===== src/rtl/rom_clip_player_pkg.sv =====
// Shared types and constants for the multi-clip ROM player.
package rom_clip_player_pkg;

  typedef enum logic [2:0] {
    ST_IDLE,
    ST_FETCH,
    ST_CAPTURE,
    ST_WRITE,
    ST_WAIT
  } state_e;

  localparam int DEF_OUT_W    = 32;
  localparam int DEF_SAMPLE_W = 16;
  localparam int VOL_MAX      = DEF_OUT_W - DEF_SAMPLE_W;
  localparam int DIV_22K      = 2272;

  // Limit a requested left shift so a full-scale sample cannot be shifted out entirely.
  function automatic logic [4:0] clamp_vol(input logic [4:0] v, input int lim);
    return (int'(v) > lim) ? 5'(lim) : v;
  endfunction

endpackage


===== src/rtl/rom_clip_player_tick.sv =====
// Loadable sample-period divider: tick fires once every (div+1) enabled clocks.
module sample_tick_gen #(
  parameter int DIV_W = 12
) (
  input  logic             clk,
  input  logic             rst,
  input  logic             load,
  input  logic [DIV_W-1:0] div_in,
  input  logic             clr,
  input  logic             en,
  output logic             tick
);

  logic [DIV_W-1:0] count_q, count_d;
  logic [DIV_W-1:0] div_q, div_d;

  // Tick on terminal count; suppressed in the cycle a new period is loaded.
  assign tick = en & ~load & ~clr & (count_q == div_q);

  // Next count: load and clear restart the period, otherwise wrap at div.
  always_comb begin
    count_d = count_q;
    div_d   = div_q;
    if (load) begin
      div_d   = div_in;
      count_d = '0;
    end else if (clr) begin
      count_d = '0;
    end else if (en) begin
      count_d = (count_q == div_q) ? '0 : count_q + 1'b1;
    end
  end

  // Divider state registers.
  always_ff @(posedge clk or posedge rst) begin
    if (rst) begin
      count_q <= '0;
      div_q   <= '0;
    end else begin
      count_q <= count_d;
      div_q   <= div_d;
    end
  end

endmodule


===== src/rtl/rom_clip_player.sv =====
// Plays one of NUM_CLIPS ROM clips into the Audio_Controller write port.
module rom_clip_player
  import rom_clip_player_pkg::*;
#(
  parameter int ADDR_W    = 17,
  parameter int SAMPLE_W  = DEF_SAMPLE_W,
  parameter int OUT_W     = DEF_OUT_W,
  parameter int DIV_W     = 12,
  parameter int NUM_CLIPS = 4,
  parameter int SEL_W     = 2,
  parameter int ROM_LAT   = 1
) (
  input  logic                        CLOCK_50,
  input  logic                        reset,
  input  logic [NUM_CLIPS*ADDR_W-1:0] clip_start_tbl,
  input  logic [NUM_CLIPS*ADDR_W-1:0] clip_end_tbl,
  input  logic [SEL_W-1:0]            clip_sel,
  input  logic                        play,
  input  logic                        stop,
  input  logic                        loop,
  input  logic [DIV_W-1:0]            rate_div,
  input  logic [4:0]                  vol_shift,
  output logic [ADDR_W-1:0]           rom_addr,
  input  logic [SAMPLE_W-1:0]         rom_q,
  input  logic                        audio_out_allowed,
  output logic                        write_audio_out,
  output logic [OUT_W-1:0]            left_channel_audio_out,
  output logic [OUT_W-1:0]            right_channel_audio_out,
  output logic                        busy,
  output logic                        done,
  output logic                        overrun
);

  localparam int         VOL_LIM  = OUT_W - SAMPLE_W;
  localparam logic [1:0] LAT_LAST = 2'(ROM_LAT - 1);

  state_e              state_q, state_d;
  logic [ADDR_W-1:0]   cur_q, cur_d;
  logic [ADDR_W-1:0]   start_q, start_d;
  logic [ADDR_W-1:0]   end_q, end_d;
  logic                loop_q, loop_d;
  logic [4:0]          vol_q, vol_d;
  logic [1:0]          lat_q, lat_d;
  logic [OUT_W-1:0]    sample_q, sample_d;
  logic                done_q, done_d;
  logic                ovr_q, ovr_d;

  logic                tick, load;
  logic [ADDR_W-1:0]   sel_start, sel_end;
  logic [OUT_W-1:0]    sext;
  logic                play_go, stop_go;

  assign sel_start = clip_start_tbl[int'(clip_sel)*ADDR_W +: ADDR_W];
  assign sel_end   = clip_end_tbl[int'(clip_sel)*ADDR_W +: ADDR_W];
  assign sext      = {{(OUT_W-SAMPLE_W){rom_q[SAMPLE_W-1]}}, rom_q};

  // Stop dominates a simultaneous play.
  assign play_go = play & ~stop;
  assign stop_go = stop & busy;

  assign busy                    = (state_q != ST_IDLE);
  assign rom_addr                = cur_q;
  assign write_audio_out         = (state_q == ST_WRITE) & audio_out_allowed;
  assign left_channel_audio_out  = sample_q;
  assign right_channel_audio_out = sample_q;
  assign done                    = done_q;
  assign overrun                 = ovr_q;

  sample_tick_gen #(.DIV_W(DIV_W)) u_tick (
    .clk    (CLOCK_50),
    .rst    (reset),
    .load   (load),
    .div_in (rate_div),
    .clr    (~busy),
    .en     (busy),
    .tick   (tick)
  );

  // Player FSM: command handling first, then per-state sequencing.
  always_comb begin
    state_d  = state_q;
    cur_d    = cur_q;
    start_d  = start_q;
    end_d    = end_q;
    loop_d   = loop_q;
    vol_d    = vol_q;
    lat_d    = lat_q;
    sample_d = sample_q;
    done_d   = 1'b0;
    ovr_d    = ovr_q;
    load     = 1'b0;
    if (stop_go) begin
      state_d  = ST_IDLE;
      cur_d    = '0;
      sample_d = '0;
      done_d   = 1'b1;
    end else if (play_go) begin
      if (sel_start > sel_end) begin
        // Empty/inverted clip: refuse and signal completion immediately.
        state_d  = ST_IDLE;
        cur_d    = '0;
        sample_d = '0;
        done_d   = 1'b1;
      end else begin
        load    = 1'b1;
        state_d = ST_FETCH;
        cur_d   = sel_start;
        start_d = sel_start;
        end_d   = sel_end;
        loop_d  = loop;
        vol_d   = clamp_vol(vol_shift, VOL_LIM);
        lat_d   = '0;
        ovr_d   = 1'b0;
      end
    end else begin
      case (state_q)
        ST_FETCH: begin
          if (tick) ovr_d = 1'b1;
          if (lat_q == LAT_LAST) state_d = ST_CAPTURE;
          else lat_d = lat_q + 1'b1;
        end
        ST_CAPTURE: begin
          if (tick) ovr_d = 1'b1;
          sample_d = sext << vol_q;
          state_d  = ST_WRITE;
        end
        ST_WRITE: begin
          if (tick) ovr_d = 1'b1;
          if (audio_out_allowed) state_d = ST_WAIT;
        end
        ST_WAIT: begin
          if (tick) begin
            if (cur_q != end_q) begin
              cur_d   = cur_q + 1'b1;
              lat_d   = '0;
              state_d = ST_FETCH;
            end else if (loop_q) begin
              cur_d   = start_q;
              lat_d   = '0;
              state_d = ST_FETCH;
            end else begin
              state_d  = ST_IDLE;
              cur_d    = '0;
              sample_d = '0;
              done_d   = 1'b1;
            end
          end
        end
        default: ;
      endcase
    end
  end

  // Player state registers; reset aborts any clip in progress.
  always_ff @(posedge CLOCK_50 or posedge reset) begin
    if (reset) begin
      state_q  <= ST_IDLE;
      cur_q    <= '0;
      start_q  <= '0;
      end_q    <= '0;
      loop_q   <= 1'b0;
      vol_q    <= '0;
      lat_q    <= '0;
      sample_q <= '0;
      done_q   <= 1'b0;
      ovr_q    <= 1'b0;
    end else begin
      state_q  <= state_d;
      cur_q    <= cur_d;
      start_q  <= start_d;
      end_q    <= end_d;
      loop_q   <= loop_d;
      vol_q    <= vol_d;
      lat_q    <= lat_d;
      sample_q <= sample_d;
      done_q   <= done_d;
      ovr_q    <= ovr_d;
    end
  end

endmodule

===== config.mk =====
export PLATFORM = sky130hd
export DESIGN_NAME = rom_clip_player
export DESIGN_NICKNAME = d
export VERILOG_FILES = /design/src/rtl/rom_clip_player_pkg.sv /design/src/rtl/rom_clip_player_tick.sv /design/src/rtl/rom_clip_player.sv
export SDC_FILE = /design/constraint.sdc
export NUM_CORES = 1
export LEC_CHECK = 0
export BUFFER_PORTS_ARGS = -buffer_cell sky130_fd_sc_hd__clkbuf_2
export CORE_ASPECT_RATIO = 2
export CORE_UTILIZATION = 47
export CTS_CLUSTER_SIZE = 28
export DETAILED_ROUTE_END_ITERATION = 6
export HOLD_SLACK_MARGIN = 0.03
export PLACE_DENSITY = 0.77
export SETUP_SLACK_MARGIN = 0.5
export SLEW_MARGIN = 20
export SYNTH_ARGS = -nofsm -noshare
export SYNTH_HDL_FRONTEND = slang
export SYNTH_SLANG_ARGS = --single-unit

===== constraint.sdc =====
create_clock -name CLOCK_50 -period 3.6 [get_ports CLOCK_50]
set_input_delay 0.54 -clock CLOCK_50 [delete_from_list [all_inputs] [get_ports CLOCK_50]]
set_output_delay 0.54 -clock CLOCK_50 [all_outputs]
set_load 0.05 [all_outputs]

==> results.cfg <==
[finish]
multi_input_area_um2 = 5020
finalInstanceArea_um2 = 11100
final_common_cell = clkbuf_2
drive_above_1_share_pct = 46.1
n_antenna_cell = 0
fill_cells = 1394
area_growth_syn_to_layout_pct = 31.6
finalNetCount = 1260
fin_util_pct = 63.8
regArea_um2 = 3000
final_cell_mix = clkbuf_2 (260), dfrtp_1 (120), nand2_1 (55), mux4_2 (48), nor2_1 (46)

[timing]
hold_viol = 0
setup_viol = 0
skew_ps = 9.12
slew_viol_final = 0
worst_slew_pin_slew_ps = 979
max_freq_mhz = 300
fin_ws_ps = 265
setup_tns_ps = 0
period_needed_ps = 3340
rsz0062_at_grt = true
finalCritPeriodShare_pct = 92.7
slew_headroom_pct = 34.7

[die]
num_rows = 68
io_pins = 262
die_w_um = 96.6
initial_core_util_pct = 48.5
dieHeight_um = 191
fp.dieArea_um2 = 18500
coreArea_um2 = 17400

[synth]
yosys.area_share.simple_pct = 12.1
synth_top_area_share_pct = 35.7
ys_top_cells_by_area = dfrtp_1 (36%), mux4_2 (13%), mux2_2 (8.6%)
synth.cell_area_um2 = 8420
synth_async_sr_flop_share_pct = 100
synthXorXnorAreaFrac_pct = 5.62
synth.distinct_cells = 59
synth_mux_area_share_pct = 25.4
synth_adder_area_share_pct = 2.97
synth_cells = 808
synth_top_family_by_area = multiplexers
yosysWarnings = 0
ys.flop_type = dfrtp_1
synth_fp_nets = 1005
syn_area_per_cell_um2 = 10.4
yosys_register_bits = 120
yosysSeqAreaShare_pct = 35.7
synth_top_cell_by_area = dfrtp_1
synth_compound_gate_area_share_pct = 10.7
synth_edf_count = 0

[clock_tree]
clk_latency_ps = 420
cts.sinks = 120
clkTransAtPathRegs_ps = 60
clockRootBuffer = clkbuf_16
clock_path_buffers = 2
numCtsBuffers = 17
cts_tree = built
hold_buffers = 0
h-tree-depth = 4

[placement]
portBuffers = 261
place_ws_ps = -271
place_area_um2 = 10000
gp_congestion = 0.960
hpwl_um = 18800

[global_routing]
grt_pass1_vias = 7908
track_usage_pct = 28.6
grt_max_degree = 58
grt_first_pass_wirelength_um = 40900
antenna_found_initial = 0
grt_overflow_total = 0

[critical_path]
cp_max_fo = 8
path_class = input port to register
crit_start = clip_sel[0]
reg2reg_to = left_channel_audio_out[22]
endpoint = left_channel_audio_out[22]
cp-start-kind = input port
crit_arrival_ps = 3640
r2r_start = rom_addr[11]
r2r_slack_ps = 730
crit_path_end_kind = register
reg2regPathDepth = 9
critPathRequiredTime_ps = 3900

[detailed_routing]
drc = 0
dr.pass1.iters = 5
antenna_left = 0
vias = 7651
drt-initial-drc-count = 474
wl_um = 26000
wl_per_cell_um = 20.2
via_per_inst = 5.95

[power]
finalPower_mw = 8.02
power.density_nw_per_um2 = 724
power_leakage_nw = 5.37
peakVddDrop_mv = 0.447

[min_path]
hp-class = input port to asynchronous set/reset pin

[run]
cap_viol_max_count = 0

[status]
status = completed
-- kinds of logic (layout without fill, tap and decap cells) --
family / count (synthesis) / in the layout
simple gates: 210 / 210
mux: 145 / 145
compound gates: 134 / 134
buf+inv: 125 / 393
flops: 120 / 120
xor+xnor: 54 / 54
fa+ha+maj: 20 / 20
-- synth_stat cells (3+ instances only) --
cell type and instances:
a21o_1 5, mux2i_1 26, buf_2 9, a31oi_1 3, o21ai_0 36, nand4_1 10
nand2_1 55, o41ai_1 3, nor3_1 15, mux4_2 48, o211ai_1 21, and4_1 3
clkbuf_1 33, nand3_1 34, nand2b_1 6, nor2b_1 5, o22ai_1 5, and2_1 3
inv_1 36, o21a_1 3, nor4_1 7, ha_1 20, a2bb2oi_1 4, xor2_1 23
buf_6 4, buf_4 32, buf_1 9, dfrtp_1 120, or3_1 4, a211oi_1 13
mux2_2 64, and3_1 13, nor2_1 47, a21oi_1 24, mux2_1 7, xnor2_1 31
-- state kept, by name, indices dropped and copies added (netlist names) --
name	count
done	1
rom_addr	17
vol_q	5
state_q	3
u_tick.count_q	12
left_channel_audio_out	32
overrun	1
end_q	17
loop_q	1
lat_q	2
start_q	17
u_tick.div_q	12
-- per-layer routing --
metal,vias to the layer above,wire length [um],track usage [%]
met5,-,0,0
met3,106,1390,5.16
met4,0,1600,17.0
li1,3442,-,-
met1,3705,8290,28.0
met2,398,14700,54.8
-- what timing repair did --
action                     4_1_cts  5_1_grt
buffers inserted                10        4
gates resized for setup         21       19
cloned                           8        0
setup endpoints to repair       89      117
pin swaps                        2        5
-- cell type report --
class	instances	share of cell area (%)
multi-input combinational	563	45.4
sequential	120	27.1
timing repair buffer	324	18.3
clock buffer	17	3.84
tap	210	2.37
clock inverter	15	1.71
inverter	37	1.29
-- where the power goes --
group          internal (mW)  switching [mW]
Combinational           1.58            2.48
Sequential              1.75           0.424
Clock                   1.10           0.683
-- how the worst min path moves through the flow --
stage / from / slack, ps / end
after floorplan: start_q[2] / 470 / start_q[2]
after global placement: start_q[6] / 480 / start_q[6]
after detailed placement: start_q[13] / 490 / start_q[13]
after CTS: reset / 220 / left_channel_audio_out[2]
after global routing: reset / 230 / left_channel_audio_out[2]
final: reset / 200 / left_channel_audio_out[2]
-- through the flow --
| step | hold WS, ps | std cells |
|---|---|---|
| 3_3_place_gp | 485 | 1232 |
| 2_1_floorplan | 470 | 808 |
| 5_1_grt | 226 | 1286 |
| 6_report | 200 | 1286 |
| 3_5_place_dp | 495 | 1232 |
| 4_1_cts | 220 | 1282 |
-- worst max-delay path, stage by stage --
cell       delay [ps]
clkbuf_16         130
buf_12            140
mux4_2            550
ha_4              290
nand4_1           190
nor4_4            360
a211oi_2          130
a32o_2            270
a221oi_4          270
buf_6             170
bufbuf_16         290
mux2_4            290
Power figures use the tool's default switching activity.
